[config.mk]
export PLATFORM = sky130hd
export DESIGN_NAME = mem_access_stage
export DESIGN_NICKNAME = d
export VERILOG_FILES = /design/src/rtl/mem_access_stage_pkg.sv /design/src/rtl/mem_access_stage_load_align.sv /design/src/rtl/mem_access_stage.sv
export SDC_FILE = /design/constraint.sdc
export NUM_CORES = 1
export LEC_CHECK = 0
export CORE_ASPECT_RATIO = 1.1
export CORE_MARGIN = 2
export CORE_UTILIZATION = 45
export CTS_BUF_LIST = sky130_fd_sc_hd__clkbuf_8
export CTS_CLUSTER_SIZE = 12
export DETAILED_ROUTE_END_ITERATION = 7
export PLACE_DENSITY = 0.8
export SLEW_MARGIN = 20
export SYNTH_ARGS = -nofsm -noshare
export SYNTH_HDL_FRONTEND = slang
export SYNTH_SLANG_ARGS = --single-unit
export TNS_END_PERCENT = 30
[constraint.sdc]
create_clock -name clk -period 9.36 [get_ports clk]
set_input_delay 2.808 -clock clk [delete_from_list [all_inputs] [get_ports clk]]
set_output_delay 2.808 -clock clk [all_outputs]
set_load 0.005 [all_outputs]
[src/rtl/mem_access_stage_pkg.sv]
// Shared definitions for the RV32I memory stage: access encodings,
// FSM states, byte-enable constants and small decode helpers.
package mem_access_stage_pkg;

   typedef enum logic [2:0] {
      F3_B  = 3'b000,
      F3_H  = 3'b001,
      F3_W  = 3'b010,
      F3_BU = 3'b100,
      F3_HU = 3'b101
   } funct3_e;

   typedef enum logic {
      IDLE = 1'b0,
      WAIT = 1'b1
   } mem_state_t;

   localparam logic [3:0] BE_B0  = 4'b0001;
   localparam logic [3:0] BE_LO  = 4'b0011;
   localparam logic [3:0] BE_HI  = 4'b1100;
   localparam logic [3:0] BE_ALL = 4'b1111;

   // Misaligned or unsupported size/sign combination.
   function automatic logic mem_fault(
      input logic [2:0] f3,
      input logic [1:0] a,
      input logic       st
   );
      logic bad;
      bad = 1'b1;
      case (f3)
         F3_B:    bad = 1'b0;
         F3_H:    bad = a[0];
         F3_W:    bad = |a;
         F3_BU:   bad = st;
         F3_HU:   bad = st | a[0];
         default: bad = 1'b1;
      endcase
      return bad;
   endfunction

   function automatic logic [3:0] be_mask(
      input logic [1:0] sz,
      input logic [1:0] a
   );
      logic [3:0] be;
      case (sz)
         2'b00:   be = BE_B0 << a;
         2'b01:   be = a[1] ? BE_HI : BE_LO;
         default: be = BE_ALL;
      endcase
      return be;
   endfunction

endpackage

[src/rtl/mem_access_stage_load_align.sv]
// Load lane extraction with sign/zero extension for LB/LH/LW/LBU/LHU.
module load_align
   import mem_access_stage_pkg::*;
(
   input  logic [31:0] rdata,
   input  logic [1:0]  addr_lo,
   input  logic [2:0]  funct3,
   output logic [31:0] data
);

   logic [7:0]  byte_v;
   logic [15:0] half_v;

   always_comb begin
      byte_v = rdata[7:0];
      case (addr_lo)
         2'd0:    byte_v = rdata[7:0];
         2'd1:    byte_v = rdata[15:8];
         2'd2:    byte_v = rdata[23:16];
         default: byte_v = rdata[31:24];
      endcase
      half_v = addr_lo[1] ? rdata[31:16] : rdata[15:0];
   end

   always_comb begin
      data = rdata;
      case (funct3)
         F3_B:    data = {{24{byte_v[7]}}, byte_v};
         F3_H:    data = {{16{half_v[15]}}, half_v};
         F3_BU:   data = {24'h0, byte_v};
         F3_HU:   data = {16'h0, half_v};
         default: data = rdata;
      endcase
   end

endmodule

[src/rtl/mem_access_stage.sv]
// RV32I MEM stage: data-memory req/ack handshake, store lane steering,
// load alignment and the MEM/WB pipeline register.
module mem_access_stage
   import mem_access_stage_pkg::*;
#(
   parameter int DATA_WIDTH     = 32,
   parameter int ADDR_WIDTH     = 32,
   parameter int REG_ADDR_WIDTH = 5
)
(
   input  logic                      clk,
   input  logic                      rst_n,
   input  logic                      ValidM,
   input  logic [ADDR_WIDTH-1:0]     ALUResultM,
   input  logic [DATA_WIDTH-1:0]     WriteDataM,
   input  logic                      MemReadM,
   input  logic                      MemWriteM,
   input  logic [2:0]                Funct3M,
   input  logic                      RegWriteM,
   input  logic [1:0]                ResultSrcM,
   input  logic [REG_ADDR_WIDTH-1:0] RdM,
   output logic                      StallM,
   output logic                      dmem_req,
   output logic                      dmem_we,
   output logic [ADDR_WIDTH-1:0]     dmem_addr,
   output logic [DATA_WIDTH-1:0]     dmem_wdata,
   output logic [3:0]                dmem_be,
   input  logic                      dmem_ack,
   input  logic [DATA_WIDTH-1:0]     dmem_rdata,
   output logic [ADDR_WIDTH-1:0]     ALUResultW,
   output logic [DATA_WIDTH-1:0]     ReadDataW,
   output logic [1:0]                ResultSrcW,
   output logic [REG_ADDR_WIDTH-1:0] RdW,
   output logic                      RegWriteW,
   output logic                      FaultW
);

   mem_state_t state_q, state_d;

   logic [ADDR_WIDTH-1:0]     haddr_q, haddr_d;
   logic [DATA_WIDTH-1:0]     hwdata_q, hwdata_d;
   logic [3:0]                hbe_q, hbe_d;
   logic                      hwe_q, hwe_d;
   logic [2:0]                hf3_q, hf3_d;

   logic [ADDR_WIDTH-1:0]     alu_w_q, alu_w_d;
   logic [DATA_WIDTH-1:0]     rd_w_q, rd_w_d;
   logic [1:0]                src_w_q, src_w_d;
   logic [REG_ADDR_WIDTH-1:0] rdi_w_q, rdi_w_d;
   logic                      rw_w_q, rw_w_d;
   logic                      flt_w_q, flt_w_d;

   logic                      mem_op;
   logic                      fault;
   logic                      access;
   logic                      req_int;
   logic                      is_load;
   logic [3:0]                be_m;
   logic [DATA_WIDTH-1:0]     wdata_m;
   logic [1:0]                ld_lo;
   logic [2:0]                ld_f3;
   logic [31:0]               ld_data;

   assign mem_op = ValidM & (MemReadM | MemWriteM);
   assign fault  = mem_op & mem_fault(Funct3M, ALUResultM[1:0], MemWriteM);
   assign access = mem_op & ~fault;
   assign be_m   = be_mask(Funct3M[1:0], ALUResultM[1:0]);

   always_comb begin
      case (Funct3M[1:0])
         2'b00:   wdata_m = {4{WriteDataM[7:0]}};
         2'b01:   wdata_m = {2{WriteDataM[15:0]}};
         default: wdata_m = WriteDataM;
      endcase
   end

   // IDLE drives the port straight from M; WAIT replays the held request.
   always_comb begin
      state_d    = state_q;
      req_int    = 1'b0;
      dmem_we    = MemWriteM;
      dmem_addr  = {ALUResultM[ADDR_WIDTH-1:2], 2'b00};
      dmem_wdata = wdata_m;
      dmem_be    = be_m;
      is_load    = access & ~MemWriteM;
      ld_lo      = ALUResultM[1:0];
      ld_f3      = Funct3M;
      haddr_d    = haddr_q;
      hwdata_d   = hwdata_q;
      hbe_d      = hbe_q;
      hwe_d      = hwe_q;
      hf3_d      = hf3_q;
      unique case (state_q)
         IDLE: begin
            req_int = access;
            if (access && !dmem_ack) begin
               state_d  = WAIT;
               haddr_d  = ALUResultM;
               hwdata_d = wdata_m;
               hbe_d    = be_m;
               hwe_d    = MemWriteM;
               hf3_d    = Funct3M;
            end
         end
         WAIT: begin
            req_int    = 1'b1;
            dmem_we    = hwe_q;
            dmem_addr  = {haddr_q[ADDR_WIDTH-1:2], 2'b00};
            dmem_wdata = hwdata_q;
            dmem_be    = hbe_q;
            is_load    = ~hwe_q;
            ld_lo      = haddr_q[1:0];
            ld_f3      = hf3_q;
            if (dmem_ack)
               state_d = IDLE;
         end
      endcase
   end

   assign dmem_req = req_int & rst_n;
   assign StallM   = dmem_req & ~dmem_ack;

   load_align u_load_align (
      .rdata   (dmem_rdata),
      .addr_lo (ld_lo),
      .funct3  (ld_f3),
      .data    (ld_data)
   );

   // A stalled cycle inserts a bubble into WB but keeps the data fields.
   always_comb begin
      alu_w_d = alu_w_q;
      rd_w_d  = rd_w_q;
      src_w_d = src_w_q;
      rdi_w_d = rdi_w_q;
      rw_w_d  = 1'b0;
      flt_w_d = 1'b0;
      if (!StallM) begin
         alu_w_d = ALUResultM;
         rd_w_d  = is_load ? ld_data : '0;
         src_w_d = ResultSrcM;
         rdi_w_d = RdM;
         rw_w_d  = ValidM & RegWriteM & ~fault;
         flt_w_d = fault & (state_q == IDLE);
      end
   end

   always_ff @(posedge clk or negedge rst_n) begin
      if (!rst_n) begin
         state_q  <= IDLE;
         haddr_q  <= '0;
         hwdata_q <= '0;
         hbe_q    <= '0;
         hwe_q    <= 1'b0;
         hf3_q    <= '0;
         alu_w_q  <= '0;
         rd_w_q   <= '0;
         src_w_q  <= '0;
         rdi_w_q  <= '0;
         rw_w_q   <= 1'b0;
         flt_w_q  <= 1'b0;
      end else begin
         state_q  <= state_d;
         haddr_q  <= haddr_d;
         hwdata_q <= hwdata_d;
         hbe_q    <= hbe_d;
         hwe_q    <= hwe_d;
         hf3_q    <= hf3_d;
         alu_w_q  <= alu_w_d;
         rd_w_q   <= rd_w_d;
         src_w_q  <= src_w_d;
         rdi_w_q  <= rdi_w_d;
         rw_w_q   <= rw_w_d;
         flt_w_q  <= flt_w_d;
      end
   end

   assign ALUResultW = alu_w_q;
   assign ReadDataW  = rd_w_q;
   assign ResultSrcW = src_w_q;
   assign RdW        = rdi_w_q;
   assign RegWriteW  = rw_w_q;
   assign FaultW     = flt_w_q;

endmodule

==> results of run 1 <==
==> where the power goes <==
part	leakage, nW	internal, mW	switching [mW]
Sequential	1.84	0.730	0.0543
Clock	0.202	0.269	0.249
Combinational	2.52	0.226	0.184
Total	4.56	1.22	0.488
==> flip-flops by register name (all words and copies together) (netlist names) <==
register    cells
hwe_q           1
ALUResultW     32
haddr_q        32
RegWriteW       1
FaultW          1
hwdata_q       32
hf3_q           3
ReadDataW      32
ResultSrcW      2
RdW             5
hbe_q           4
state_q         1
==> area by class of cell <==
class | instances | area, um^2
inverters | 9 | 33.8
multi-input cells | 542 | 3490
repair buffers | 263 | 2610
clock buffers | 18 | 248
flip-flops and latches | 146 | 3650
clock inverters | 14 | 165
well taps | 204 | 255
fillers | 1348 | 5730
==> critical path: stages <==
cell	delay, ns
clkdlybuf4s50_1	0.64
nor2_2	0.56
mux2_2	0.41
mux2_2	0.26
clkdlybuf4s50_1	0.47
==> cell families (layout without fill, tap and decap cells) <==
kind of cell / Yosys count / count (layout)
compound gates: 126 / 126
buf+inv: 57 / 304
flops: 146 / 146
mux: 147 / 147
other cells: 1 / 2
simple gates: 267 / 267
==> placed cells by master, fill, tap and decap left out, drive strengths merged, types with 4 or more instances in the layout <==
| master | netlist | routed |
|---|---|---|
| inv | 9 | 10 |
| clkbuf | 23 | 18 |
| dfrtp | 146 | 146 |
| buf | 25 | 10 |
| clkinvlp | 0 | 4 |
| nor2 | 18 | 18 |
| a21oi | 38 | 38 |
| nand2 | 233 | 233 |
| mux2i | 33 | 33 |
| clkdlybuf4s50 | 0 | 253 |
| clkinv | 0 | 6 |
| o21ai | 72 | 72 |
| mux2 | 114 | 114 |
==> per-layer routing <==
metal / global-route usage / vias up
li1: - / 2989
met1: 0.334 / 3044
met2: 0.389 / 201
met5: 0 / -
met3: 0.0642 / 34
met4: 0.0920 / 0
==> through the flow <==
| step | power [mW] | std cells |
|---|---|---|
| floorplan | 0.983 | 745 |
| global placement | 1.19 | 1164 |
| detailed placement | 1.21 | 1164 |
| CTS | 1.73 | 1196 |
| global route | 1.81 | 1196 |
| finish | 1.71 | 1196 |
==> path summary, 6_finish.rpt <==
kind / end / slack (ns) / cells after the start
setup / recovery: dmem_wdata[11] / 1.41 / 5
hold reg to reg: hwe_q / 0.48 / 2
max in group asynchronous: ALUResultW[11] / 5.29 / 3
hold / removal: hwe_q / 0.48 / 2
min in group asynchronous: ReadDataW[23] / 2.27 / 1
setup reg to reg: ALUResultW[4] / 6.09 / 5
==> impl_metrics.py, run 1 <==
metrics = {
    "cts": {
        "hold_buffers": 0,
        "post_cts_resized": 0,
        "worstSkewPairLatency_ns": 0.46,
        "cts_buffers": 17,
        "cts_setup_buffers": 0,
        "cts.sinks": 146,
        "clk_pin_slew_ns": 0.08,
        "cts_tree": "built",
        "cts_buffer_depth": 2,
        "root_buffer": "clkbuf_8",
        "cts.htree.levels": 4,
    },
    "timing": {
        "finalSetupTns_ns": 0,
        "drv_slew": 0,
        "setup_viol": 0,
        "max_freq_ghz": 0.126,
        "timing.final.ws_setup_ns": 1.41,
        "worst_slew_pin_slew_ns": 0.962,
        "period_needed_ns": 7.95,
        "rsz0062_at_grt": "no",
        "final_hold_viol_count": 0,
        "fin_crit_sh": 0.849,
        "holdWs_ns": 0.476,
        "finalClockSkew_ns": 0.0114,
        "maxSlewHeadroom": 0.359,
    },
    "finish": {
        "final_util": 0.646,
        "fin_nets": 1092,
        "diodes": 0,
        "layout-drive-gt1-share": 0.183,
        "syn2layout_area_growth_pct": 41.7,
        "fin_area_um2": 10500,
    },
    "logic_synthesis": {
        "async_flop_share": 1.00,
        "synthMuxAreaShare": 0.220,
        "yosysMostFrequentCell": "nand2_1",
        "synth_top_area_cell": "dfrtp_1",
        "syn_area_um2": 7380,
        "synth-adder-area-share": 0,
        "synth.area.top_cells": "dfrtp_1 (50%), mux2_2 (17%), nand2_1 (12%)",
        "synth_edf_count": 0,
        "synth_common_cells": "nand2_1 (233), dfrtp_1 (146), mux2_2 (113)",
        "synthFlopType": "dfrtp_1",
        "yosysWarnings": 0,
        "syn_inst": 744,
        "syn_area_per_cell_um2": 9.92,
        "synthDistinctLibCells": 47,
        "synth_top_area_frac": 0.495,
        "synth_xor_xnor_area_share": 0,
        "synth-simple-area-share": 0.145,
        "synth_compound_area_frac": 0.104,
        "synth_top_family_by_area": "multiplexers",
        "ys_ff_latch": 146,
        "ys_seq_area_frac": 0.495,
    },
    "floorplan": {
        "die_w_um": 126,
        "core-area_um2": 16200,
        "dieArea_um2": 17400,
        "num_rows": 49,
        "initial_core_util": 0.456,
        "die_h_um": 138,
        "ios": 257,
    },
    "detailed_routing": {
        "ant_nets": 0,
        "wl_met3_um": 1260,
        "wl_met1_um": 9250,
        "wl_met2_um": 10200,
        "wire_per_inst_um": 17.8,
        "dr.first_iter.drc_count": 360,
        "routed_via_density": 5.24,
        "drt_pass1_iterations": 4,
        "routed_wl_um": 21300,
        "top_layer": "met4",
        "vias": 6268,
        "drc": 0,
    },
    "worst_setup_path": {
        "critPathMaxFanout": 12,
        "crit_required_ns": 6.55,
        "rr_startpoint": "state_q",
        "endpoint_kind": "output port",
        "crit_type": "primary input to output port",
        "worstPathArrival_ns": 5.14,
        "startpoint": "Funct3M[1]",
        "cp-start-kind": "primary input",
    },
    "placed_design": {
        "placed_cell_area_um2": 10000,
        "place_ws_ns": 1.42,
        "gp_congestion": 0.857,
        "dpl.hpwl_um": 14700,
        "port_buffers": 254,
    },
    "global_route": {
        "grt.total_usage": 0.248,
        "grt_pass1_wl_um": 34500,
        "antenna_found_initial": 0,
        "grt-ovfl-total": 0,
        "grt_pass1_vias": 6355,
        "grt_max_degree": 84,
    },
    "hold_path": {
        "hp-start": "hwe_q",
        "hold_path_class": "register to register",
    },
    "run_status": {
        "run_status": "complete, no violations",
    },
    "job": {
        "drv_cap": 0,
    },
    "pwr": {
        "peakVddDrop_mv": 0.103,
        "cellPowerDensity_nw_per_um2": 164,
        "leakagePower_nw": 4.56,
    },
}
Power figures use the tool's default switching activity.
==> run 2: changes to the inputs <==
- CORE_UTILIZATION: 45 -> 43
- clock period: 9.36 -> 7.1 ns (I/O delays scaled with it)
==> impl_metrics.py, run 2 (same netlist as run 1, synthesis figures left out) <==
metrics = {
    "detailed_routing": {
        "drt_pass1_iterations": 8,
        "routed_wl_um": 21700,
        "routed_via_density": 5.27,
        "drc": 0,
        "wire_per_inst_um": 18.1,
        "dr.first_iter.drc_count": 396,
        "vias": 6343,
        "ant_nets": 0,
    },
    "global_route": {
        "antenna_found_initial": 0,
        "grt_pass1_wl_um": 34100,
        "busiest_layer": "met2",
        "met2_usage": 0.392,
        "grt-ovfl-total": 0,
        "grt.total_usage": 0.240,
        "met3_usage": 0.0652,
        "grt_pass1_vias": 6319,
        "grtUsageMet1": 0.308,
        "grt_max_degree": 84,
    },
    "pwr": {
        "peakVddDrop_mv": 0.156,
        "power_mw": 2.31,
        "power_frac_seq": 0.449,
        "cellPowerDensity_nw_per_um2": 220,
        "p_int_mw": 1.66,
        "p_switching_mw": 0.650,
        "leakagePower_nw": 4.60,
        "p_clk_frac": 0.318,
        "pwr-share-comb": 0.233,
        "p_sw_frac": 0.281,
    },
    "timing": {
        "finalClockSkew_ns": 0.00871,
        "final_hold_viol_count": 0,
        "worst_slew_pin_slew_ns": 0.917,
        "setup_viol": 0,
        "period_needed_ns": 6.48,
        "max_freq_ghz": 0.154,
        "finalSetupTns_ns": 0,
        "fin_crit_sh": 0.913,
        "rsz0062_at_grt": "no",
        "maxSlewHeadroom": 0.388,
        "drv_slew": 0,
    },
    "worst_setup_path": {
        "crit_type": "primary input to output port",
        "critPathMaxFanout": 9,
        "endpoint_kind": "output port",
        "cp-start-kind": "primary input",
        "worstPathArrival_ns": 4.35,
        "crit_required_ns": 4.97,
    },
    "floorplan": {
        "num_rows": 50,
        "core-area_um2": 16900,
        "die_h_um": 141,
        "dieArea_um2": 18200,
        "initial_core_util": 0.437,
        "ios": 257,
        "die_w_um": 129,
    },
    "cts": {
        "cts_tree": "built",
        "post_cts_resized": 0,
        "root_buffer": "clkbuf_8",
        "hold_buffers": 0,
        "cts.htree.levels": 4,
        "cts.sinks": 146,
        "cts_buffers": 17,
        "cts_buffer_depth": 2,
        "cts_setup_buffers": 0,
        "clk_pin_slew_ns": 0.08,
        "worstSkewPairLatency_ns": 0.45,
    },
    "finish": {
        "diodes": 0,
        "final_cell_mix": "clkdlybuf4s50_1 (253), nand2_1 (233), dfrtp_1 (145), mux2_2 (113), o21ai_0 (49)",
        "fin_cells": 1204,
        "fillers": 1393,
        "final_common_cell": "clkdlybuf4s50_1",
        "final_util": 0.623,
        "fin_area_um2": 10500,
        "syn2layout_area_growth_pct": 42.6,
        "fin_nets": 1096,
        "layout-drive-gt1-share": 0.186,
    },
    "placed_design": {
        "gp_congestion": 0.896,
        "placed_cell_area_um2": 10100,
        "dpl.hpwl_um": 15200,
        "dp_cells": 1172,
        "port_buffers": 254,
    },
    "job": {
        "drv_cap": 0,
    },
    "run_status": {
        "run_status": "complete, no violations",
    },
    "hold_path": {
        "hold_path_class": "register to register",
    },
}
## run 2: path summary, 6_finish.rpt
| kind | slack [ns] | cells past startpoint | endpoint | start |
|---|---|---|---|---|
| worst min-delay path | 0.47 | 2 | haddr_q[31] | haddr_q[31] |
| max in group asynchronous | 3.74 | 3 | ALUResultW[20] | rst_n |
| worst max-delay path | 0.62 | 5 | dmem_wdata[11] | Funct3M[1] |
| min in group asynchronous | 1.60 | 1 | hf3_q[0] | rst_n |
| worst max register to register | 3.66 | 6 | ReadDataW[19] | state_q |
| worst min register to register | 0.47 | 2 | haddr_q[31] | haddr_q[31] |
## run 2: final cells by class
type	count	area (um^2)	share of cell area
clock buffers	19	262	0.0249
clock inverters	13	184	0.0175
repair buffers	267	2640	0.251
inverters	9	33.8	0.00321
well taps	208	260	0.0247
multi-input cells	542	3490	0.331
flip-flops and latches	146	3650	0.347
## run 2: metal layers
layer | vias up | part of all wire
met1 | 3058 | 0.42
met5 | - | 0
li1 | 2997 | -
met3 | 30 | 0.070
met4 | 0 | 0.024
met2 | 258 | 0.48
## run 2: critical path, cell delays in order
cell	delay, ns
clkdlybuf4s50_1	0.54
nor2_2	0.52
mux2_2	0.41
mux2_2	0.27
clkdlybuf4s50_1	0.46
## run 2: stage by stage
stage	setup WS, ns	hold slack [ns]
floorplan	1.64	0.440
global placement	0.628	0.452
detailed placement	0.616	0.457
CTS	0.615	0.476
global route	0.560	0.499
finish	0.620	0.472
## run 2: power groups by stage
stage	clock (mW)	combinational, mW	sequential [mW]
after floorplan	0	0.263	1.03
after global placement	0	0.527	1.05
after detailed placement	0	0.541	1.05
after CTS	0.750	0.543	1.04
after global routing	0.786	0.592	1.06
final	0.735	0.538	1.04
==> run 3: changes to the inputs <==
- CORE_UTILIZATION: 43 -> 25
- PLACE_DENSITY: 0.8 -> unset
==> impl_metrics.py, run 3 (same netlist as run 1, synthesis figures left out) <==
metrics = {
    "run_status": {
        "run_status": "complete, no violations",
    },
    "timing": {
        "finalSetupTns_ns": 0,
        "worst_slew_pin_slew_ns": 1.01,
        "rsz0062_at_grt": "no",
        "maxSlewHeadroom": 0.326,
        "finalClockSkew_ns": 0.0164,
        "fin_crit_sh": 0.902,
        "setup_viol": 0,
        "final_hold_viol_count": 0,
        "period_needed_ns": 6.40,
        "max_freq_ghz": 0.156,
        "drv_slew": 0,
    },
    "cts": {
        "cts_setup_buffers": 0,
        "cts_tree": "built",
        "hold_buffers": 0,
        "root_buffer": "clkbuf_8",
        "cts_buffers": 17,
        "worstSkewPairLatency_ns": 0.44,
        "cts.htree.levels": 4,
        "cts.sinks": 146,
        "clk_pin_slew_ns": 0.08,
        "cts_buffer_depth": 2,
        "post_cts_resized": 0,
    },
    "job": {
        "drv_cap": 0,
    },
    "floorplan": {
        "num_rows": 65,
        "die_h_um": 184,
        "initial_core_util": 0.256,
        "core-area_um2": 28900,
        "ios": 257,
        "die_w_um": 168,
        "dieArea_um2": 30900,
    },
    "global_route": {
        "grt-ovfl-total": 0,
        "grt_max_degree": 84,
        "grt_pass1_wl_um": 37700,
        "grt.total_usage": 0.158,
        "antenna_found_initial": 0,
        "grt_pass1_vias": 6396,
    },
    "detailed_routing": {
        "dr.first_iter.drc_count": 413,
        "vias": 6282,
        "drc": 0,
        "ant_nets": 0,
        "routed_wl_um": 24600,
        "routed_via_density": 4.61,
        "wire_per_inst_um": 18.0,
        "drt_pass1_iterations": 5,
    },
    "finish": {
        "fin_cells": 1364,
        "syn2layout_area_growth_pct": 45.5,
        "fillers": 2871,
        "final_cell_mix": "clkdlybuf4s50_1 (253), nand2_1 (233), dfrtp_1 (145), mux2_2 (113), o21ai_0 (49)",
        "final_util": 0.372,
        "final_common_cell": "clkdlybuf4s50_1",
        "layout-drive-gt1-share": 0.186,
        "fin_nets": 1097,
        "diodes": 0,
    },
    "worst_setup_path": {
        "crit_top_cell": "clkdlybuf4s50_1",
        "cp_cell_sequence": "clkdlybuf4s50_1 > a221oi_2 > o21bai_1 > nand2_1 > and2_1 > clkdlybuf4s50_1",
        "crit_slowest_cell": "clkdlybuf4s50_1",
        "worstPathArrival_ns": 4.27,
        "critPathMaxFanout": 5,
        "crit_type": "primary input to output port",
        "crit_required_ns": 4.97,
        "cp_slowest_stage_delay_ns": 0.59,
        "startpoint": "Funct3M[0]",
        "rr_startpoint": "state_q",
        "regToRegSetupSlack_ns": 3.99,
        "ff2ff_path_depth": 4,
        "r2r-end": "ReadDataW[18]",
        "endpoint": "dmem_req",
        "endpoint_kind": "output port",
        "cp-start-kind": "primary input",
    },
    "placed_design": {
        "gp_congestion": 0.827,
        "dp_cells": 1333,
        "dpl.hpwl_um": 17200,
        "port_buffers": 254,
    },
    "pwr": {
        "cellPowerDensity_nw_per_um2": 218,
        "power_mw": 2.34,
        "peakVddDrop_mv": 0.0848,
        "leakagePower_nw": 4.61,
    },
    "hold_path": {
        "hold_path_class": "register to register",
    },
}
-- run 3: layer usage --
metal / vias up / wire, um / global-route usage
met2: 222 / 11600 / 0.257
met3: 19 / 1590 / 0.0419
met4: 0 / 367 / 0.0452
li1: 3002 / - / -
met1: 3039 / 11100 / 0.208
met5: - / 0 / 0
-- run 3: final cells by class --
| class | instances | area [um^2] | area share |
|---|---|---|---|
| multi-input cells | 542 | 3490 | 0.325 |
| flip-flops and latches | 146 | 3660 | 0.341 |
| clock buffers | 19 | 262 | 0.0244 |
| well taps | 368 | 460 | 0.0429 |
| inverters | 9 | 33.8 | 0.00315 |
| repair buffers | 268 | 2650 | 0.247 |
| clock inverters | 12 | 180 | 0.0168 |
-- run 3: critical path: cells and delay by family --
family,cells,cell delay (ns)
AND/OR/NAND/NOR,2,0.31
AO/OA/AOI/OAI,2,0.74
buffers and inverters,2,1.10
-- run 3: how the worst min path moves through the flow --
stage,from,endpoint,slack (ns),cells after the start
floorplan,haddr_q[10],haddr_q[10],0.44,2
global placement,haddr_q[28],haddr_q[28],0.45,2
detailed placement,haddr_q[15],haddr_q[15],0.46,2
CTS,haddr_q[15],haddr_q[15],0.48,2
global route,haddr_q[27],haddr_q[27],0.50,2
finish,haddr_q[15],haddr_q[15],0.47,2
-- run 3: through the flow --
| step | hold slack [ns] | setup slack (ns) | area (um^2) |
|---|---|---|---|
| 2_1_floorplan | 0.440 | 1.64 | 7380 |
| 4_1_cts | 0.477 | 0.680 | 10700 |
| 6_report | 0.475 | 0.698 | 10700 |
| 3_5_place_dp | 0.457 | 0.680 | 10300 |
| 5_1_grt | 0.497 | 0.582 | 10700 |
| 3_3_place_gp | 0.452 | 0.683 | 10300 |
-- run 3: report_power, final --
| group | internal, mW | switching [mW] |
|---|---|---|
| clock network | 0.403 | 0.353 |
| logic | 0.299 | 0.239 |
| registers | 0.962 | 0.0798 |
| total | 1.66 | 0.672 |
